==> config.mk <==
export PLATFORM = sky130hd
export DESIGN_NAME = alarm_clock_ctrl
export DESIGN_NICKNAME = d
export VERILOG_FILES = /design/src/rtl/alarm_clock_pkg.sv /design/src/rtl/bcd_time_counter.sv /design/src/rtl/alarm_clock_ctrl.sv
export SDC_FILE = /design/constraint.sdc
export NUM_CORES = 1
export LEC_CHECK = 0
export CORE_ASPECT_RATIO = 1.1
export CORE_MARGIN = 4
export CORE_UTILIZATION = 47
export DETAILED_ROUTE_END_ITERATION = 10
export HOLD_SLACK_MARGIN = 0.12
export PLACE_DENSITY = 0.85
export SYNTH_ARGS = -nofsm -noshare
export SYNTH_HDL_FRONTEND = slang
export SYNTH_SLANG_ARGS = --single-unit
==> constraint.sdc <==
create_clock -name clk -period 1.95 [get_ports clk]
set_clock_uncertainty 0.1 [all_clocks]
set_input_delay 0.585 -clock clk [delete_from_list [all_inputs] [get_ports clk]]
set_output_delay 0.585 -clock clk [all_outputs]
set_load 0.01 [all_outputs]
==> src/rtl/alarm_clock_pkg.sv <==
// Shared types and BCD helpers for the alarm clock controller.
package alarm_clock_pkg;

    typedef enum logic [1:0] {
        ST_RUN       = 2'd0,
        ST_SET_TIME  = 2'd1,
        ST_SET_ALARM = 2'd2
    } state_e;

    typedef logic [3:0] bcd_t;

    typedef struct packed {
        bcd_t hr2;
        bcd_t hr1;
        bcd_t min2;
        bcd_t min1;
    } hhmm_t;

    localparam bcd_t MIN_TENS_MAX   = 4'd5;
    localparam int   HR_MAX         = 23;
    localparam bcd_t HR_TENS_MAX    = bcd_t'(HR_MAX / 10);
    localparam bcd_t HR_ONES_AT_MAX = bcd_t'(HR_MAX % 10);

    // Adds a whole number of minutes modulo 24h; used for multi-minute jumps only.
    function automatic hhmm_t add_minutes(hhmm_t t, int m);
        int    total;
        int    hr;
        int    mn;
        hhmm_t r;
        total = ((int'(t.hr2) * 10 + int'(t.hr1)) * 60 + int'(t.min2) * 10 + int'(t.min1) + m) % (24 * 60);
        hr    = total / 60;
        mn    = total % 60;
        r.hr2  = bcd_t'(hr / 10);
        r.hr1  = bcd_t'(hr % 10);
        r.min2 = bcd_t'(mn / 10);
        r.min1 = bcd_t'(mn % 10);
        return r;
    endfunction

endpackage

==> src/rtl/bcd_time_counter.sv <==
// hh:mm BCD register: tick_min carries into hours, inc_min/inc_hr wrap independently.
module bcd_time_counter
    import alarm_clock_pkg::*;
(
    input  logic  clk,
    input  logic  reset,
    input  logic  tick_min,
    input  logic  inc_min,
    input  logic  inc_hr,
    output hhmm_t value
);

    logic min_wrap;
    logic hr_wrap;
    logic min_step;
    logic hr_step;

    assign min_wrap = (value.min2 == MIN_TENS_MAX) && (value.min1 == 4'd9);
    assign hr_wrap  = (value.hr2 == HR_TENS_MAX) && (value.hr1 == HR_ONES_AT_MAX);
    assign min_step = tick_min | inc_min;
    // Only the running tick carries; a manual minute bump never touches hours.
    assign hr_step  = inc_hr | (tick_min & min_wrap);

    always_ff @(posedge clk) begin
        if (reset) begin
            value <= '0;
        end else begin
            if (min_step) begin
                if (value.min1 == 4'd9) begin
                    value.min1 <= 4'd0;
                    value.min2 <= min_wrap ? 4'd0 : value.min2 + 4'd1;
                end else begin
                    value.min1 <= value.min1 + 4'd1;
                end
            end
            if (hr_step) begin
                if (hr_wrap) begin
                    value.hr2 <= 4'd0;
                    value.hr1 <= 4'd0;
                end else if (value.hr1 == 4'd9) begin
                    value.hr1 <= 4'd0;
                    value.hr2 <= value.hr2 + 4'd1;
                end else begin
                    value.hr1 <= value.hr1 + 4'd1;
                end
            end
        end
    end

endmodule

==> src/rtl/alarm_clock_ctrl.sv <==
// Alarm clock: 24h BCD clock, alarm setting, set-mode sequencing and buzzer.
// Snooze support is compiled in when ALARM_SNOOZE_EN is defined.
module alarm_clock_ctrl
    import alarm_clock_pkg::*;
#(
    parameter int SEC_PER_MIN = 60,
    parameter int BUZZ_MIN    = 1
`ifdef ALARM_SNOOZE_EN
    ,
    parameter int SNOOZE_MIN  = 9
`endif
) (
    input  logic       clk,
    input  logic       reset,
    input  logic       sec_tick,
    input  logic       set_time,
    input  logic       set_alarm,
    input  logic       inc_hr,
    input  logic       inc_min,
    input  logic       alarm_en,
`ifdef ALARM_SNOOZE_EN
    input  logic       snooze,
`endif
    output logic [3:0] c_min1,
    output logic [3:0] c_min2,
    output logic [3:0] c_hr1,
    output logic [3:0] c_hr2,
    output logic [3:0] a_min1,
    output logic [3:0] a_min2,
    output logic [3:0] a_hr1,
    output logic [3:0] a_hr2,
    output logic       show_alarm,
    output logic       buzz
);

    localparam logic [1:0] S_RUN       = ST_RUN;
    localparam logic [1:0] S_SET_TIME  = ST_SET_TIME;
    localparam logic [1:0] S_SET_ALARM = ST_SET_ALARM;

    localparam int              SEC_W    = (SEC_PER_MIN > 1) ? $clog2(SEC_PER_MIN) : 1;
    localparam logic [SEC_W-1:0] SEC_LAST = SEC_W'(SEC_PER_MIN - 1);
    localparam int              BZ_W     = (BUZZ_MIN > 1) ? $clog2(BUZZ_MIN) : 1;
    localparam logic [BZ_W-1:0]  BZ_LAST  = BZ_W'(BUZZ_MIN - 1);

    logic [1:0]       state;
    logic [1:0]       state_nx;
    logic [SEC_W-1:0] sec_cnt;
    logic [BZ_W-1:0]  buzz_cnt;
    logic             rollover;
    logic             rolled;
    logic             enter_set;
    logic             alarm_hit;
    logic             snz_take;
    logic             snz_hit;
    hhmm_t            clk_time;
    hhmm_t            alm_time;

    always_comb begin
        state_nx = state;
        case (state)
            S_RUN:       if (set_time) state_nx = S_SET_TIME;
                         else if (set_alarm) state_nx = S_SET_ALARM;
            S_SET_TIME:  if (!set_time) state_nx = S_RUN;
            S_SET_ALARM: if (!set_alarm) state_nx = S_RUN;
            default:     state_nx = S_RUN;
        endcase
    end

    // Clock runs in RUN and SET_ALARM; only SET_TIME freezes it.
    assign rollover  = (state != S_SET_TIME) && sec_tick && (sec_cnt == SEC_LAST);
    assign enter_set = (state == S_RUN) && (state_nx != S_RUN);
    assign alarm_hit = rolled && (state == S_RUN) && (clk_time == alm_time);

    always_ff @(posedge clk) begin
        if (reset) begin
            state      <= S_RUN;
            show_alarm <= 1'b0;
            sec_cnt    <= '0;
            rolled     <= 1'b0;
        end else begin
            state      <= state_nx;
            show_alarm <= (state_nx == S_SET_ALARM);
            rolled     <= rollover && (state == S_RUN);
            if (state == S_SET_TIME)
                sec_cnt <= '0;
            else if (sec_tick)
                sec_cnt <= (sec_cnt == SEC_LAST) ? '0 : sec_cnt + 1'b1;
        end
    end

    bcd_time_counter u_clock (
        .clk      (clk),
        .reset    (reset),
        .tick_min (rollover),
        .inc_min  (inc_min && (state == S_SET_TIME)),
        .inc_hr   (inc_hr && (state == S_SET_TIME)),
        .value    (clk_time)
    );

    bcd_time_counter u_alarm (
        .clk      (clk),
        .reset    (reset),
        .tick_min (1'b0),
        .inc_min  (inc_min && (state == S_SET_ALARM)),
        .inc_hr   (inc_hr && (state == S_SET_ALARM)),
        .value    (alm_time)
    );

`ifdef ALARM_SNOOZE_EN
    hhmm_t snz_time;
    logic  snz_vld;

    assign snz_take = snooze && buzz;
    assign snz_hit  = rolled && (state == S_RUN) && snz_vld && (clk_time == snz_time);

    always_ff @(posedge clk) begin
        if (reset) begin
            snz_vld  <= 1'b0;
            snz_time <= '0;
        end else if (!alarm_en || enter_set) begin
            snz_vld <= 1'b0;
        end else if (snz_take) begin
            snz_vld  <= 1'b1;
            snz_time <= add_minutes(clk_time, SNOOZE_MIN);
        end else if (snz_hit) begin
            snz_vld <= 1'b0;
        end
    end
`else
    assign snz_take = 1'b0;
    assign snz_hit  = 1'b0;
`endif

    // Match is taken one cycle after the rollover so it sees the updated clock.
    always_ff @(posedge clk) begin
        if (reset) begin
            buzz     <= 1'b0;
            buzz_cnt <= '0;
        end else if (!alarm_en || enter_set || snz_take) begin
            buzz     <= 1'b0;
            buzz_cnt <= '0;
        end else if (alarm_hit || snz_hit) begin
            buzz     <= 1'b1;
            buzz_cnt <= '0;
        end else if (rolled && buzz) begin
            if (buzz_cnt == BZ_LAST) begin
                buzz     <= 1'b0;
                buzz_cnt <= '0;
            end else begin
                buzz_cnt <= buzz_cnt + 1'b1;
            end
        end
    end

    assign {c_hr2, c_hr1, c_min2, c_min1} = clk_time;
    assign {a_hr2, a_hr1, a_min2, a_min1} = alm_time;

endmodule

==> flow_summary.yaml <==
outcome:
  status: "finished with violations"
  violations: "negative setup slack"
clock_tree:
  clkLatencyLatePin_ns: 0.30
  cts_buffers: 5
  htreeDepth: 2
  clock_sinks: 43
  cts_buffer_depth: 2
  clk_pin_slew_worst_paths_ns: 0.08
  clockRootBuffer: "clkbuf_8"
  holdBufCountCts: 0
  cts_tree: "done"
routing:
  routedWlPerCell_um: 15.3
  via_count: 2304
  drcViolationCount: 0
  via_per_inst: 5.61
  wirelength_um: 6280
  first_pass_iters: 4
  antenna_left: 0
  drt_iter0_markers: 157
worst_setup_path:
  crit_type: "flop to flop"
  cp-end-kind: "flop"
  crit_family: "simple AND/OR/NAND/NOR gates"
  path_cells: "nor4_1, and3_1, nor2_1, or4_1, a21oi_1"
  cp_num_cells: 5
  crit_path_max_fanout: 6
  critPathBufInv: 0
  startpoint_type: "flop"
  reg2regPathDepth: 5
  cp.required_ns: 2.09
  crit_arrival_ns: 2.16
  slowest_stage: "or4_1"
  critPathMaxStageDelay_ns: 0.49
die:
  start_util_pct: 49.2
  die_h_um: 81.7
  core_region_area_um2: 4720
  fp-row-count: 26
  fp.dieW_um: 75.0
  ios: 42
  dieArea_um2: 6120
sta:
  fin_crit_ns: 2.02
  timing.final.hold_violations: 0
  fmax_ghz: 0.495
  rsz0062_at_grt: "true"
  fin_ws_ns: -0.0711
  setup-violations-final: 4
  maxSlewHeadroom_pct: 68.4
  period_share_pct: 104
  hold_ws_ns: 0.381
  tightest_slew_ns: 0.469
  slew_violations: 0
placement:
  io_buffer_count: 41
  placed_cells: 397
  finalWeightedCongestion: 0.828
  hpwl_um: 4330
yosys:
  ys.flop_type: "dfxtp_1"
  syn_inst: 264
  syn-cell-area_um2: 2320
  synth_fa_ha_area_share_pct: 7.02
  syn-mean-instance-area_um2: 8.78
  synth_top_family_by_area: "simple AND/OR/NAND/NOR gates"
  ys_types: 48
  synth_top_area_share_pct: 37.1
  seq_area_frac_synth_pct: 37.1
  async_flop_share_pct: 0
  ys_warn_count: 0
  synth_mux_area_share_pct: 3.02
  synth_nets: 285
  synth_compound_area_share_pct: 11.1
  synth.largest_area_cell: "dfxtp_1"
  synth_edf_count: 0
  synth-xor-area-share_pct: 11.3
  ys_top_cells_by_area: "dfxtp_1, xnor2_1, ha_1, nor2_1, a21oi_1"
  ys_ff_latch: 43
  synthSimpleGateAreaFrac_pct: 26.5
power:
  p_leak_nw: 1.59
  p_per_area_nw_per_um2: 472
  irDropWorstVdd_v: 0.000569
finish:
  multi_input_area_um2: 1430
  final_cells: 411
  drive_gt1_share_pct: 26.8
  final_common_cell: "buf_4"
  regArea_um2: 895
  areaGrowthSynthToFinish_pct: 43.2
  fin_nets: 377
  diodes: 0
  final_cell_mix: "buf_4, nor2_1, dfxtp_1, xnor2_1, dfxtp_2"
  nFillCells: 349
worst_hold_path:
  hold_path.class: "flop to flop"
  hold_path_depth: 2
grt:
  overflow: 0
  antenna_found_initial: 0
  grt_pass1_vias: 2255
  grt_first_pass_wirelength_um: 10000
  track_usage_pct: 21.1
  grt_max_degree: 19
flow_run:
  cap_viol_max_count: 0
state kept, by name, summed over array words and instances (netlist names):
name / cells
buzz: 1
rolled: 1
sec_cnt: 6
show_alarm: 1
state: 2
u_alarm.value: 16
u_clock.value: 16
through the flow:
step	util, %	worst slack, ns	total power, mW	area, um^2	setup TNS [ns]
finish	70.4	-0.0711	1.57	3320	-0.123
global route	70.4	-0.102	1.63	3320	-0.544
CTS	68.4	-0.0735	1.58	3230	-0.172
detailed placement	65.4	-0.617	1.05	3090	-8.50
global placement	65.4	-0.580	1.04	3090	-7.65
floorplan	-	-0.00435	0.984	2330	-0.00435
power breakdown:
part           switching [mW]  internal [mW]  total, mW
combinational          0.0675         0.0721      0.140
sequential             0.0108          0.886      0.897
clock                   0.293          0.239      0.532
total                   0.371           1.20       1.57
final cells by class:
class	instances	share of cell area (%)
Multi-Input combinational cell	204	43.2
Timing Repair Buffer	93	24.6
Clock buffer	6	2.19
Sequential cell	43	27.0
Tap cell	56	2.11
Inverter	9	1.02
what timing repair did:
action	CTS	global route
pin swaps	7	8
gates resized for setup	40	23
setup endpoints to repair	40	24
buffers inserted	4	3
gates cloned	1	0
synthesized netlist by cell type (2+ instances only):
cell      number
and3b_1        2
and2_1         2
or3_1          5
dfxtp_1       43
and2b_2        2
a21oi_1       17
inv_1          9
xor2_1         9
or4_1          5
nand2_1       18
clkbuf_1       5
nor3_1         3
xnor2_1       21
o21ai_0       10
nor4_1         4
ha_1          13
o211ai_1       2
mux2i_1        7
nor2b_1        4
nand2b_1       3
and3_1         4
nand3_1        6
a211oi_1       3
nand4_1       10
nor4b_1        2
nor2_1        31
nand3b_1       3
tightest hold or removal path, delay by kind of cell (launching register included):
| family | cells | cell delay (ns) |
|---|---|---|
| DFF | 1 | 0.32 |
| and+or+nand+nor | 1 | 0.07 |
| AOI/OAI and AO/OA | 1 | 0.05 |
path summary, 6_finish.rpt:
path / startpoint / end / slack, ns
setup / recovery: u_clock.value[11]$_SDFFE_PP0P_ / u_clock.value[15]$_SDFFE_PP0P_ / -0.07
hold / removal: buzz$_SDFFE_PP0P_ / buzz$_SDFFE_PP0P_ / 0.38
setup reg to reg: u_clock.value[11]$_SDFFE_PP0P_ / u_clock.value[15]$_SDFFE_PP0P_ / -0.07
hold reg to reg: buzz$_SDFFE_PP0P_ / buzz$_SDFFE_PP0P_ / 0.38
kinds of logic after synthesis:
group                    after synthesis
buffers and inverters                 18
AND/OR/NAND/NOR                      112
multiplexers                           7
AO/OA/AOI/OAI                         41
adder cells (fa/ha/maj)               13
flip-flops                            43
XOR/XNOR                              30
layer usage:
layer	track usage (%)	share of wire [%]	wire length, um
met1	24.6	39	2470
met2	36.6	50	3160
met3	4.65	7.9	499
met4	8.72	2.4	148
met5	0	0	0
Power figures use the tool's default switching activity.
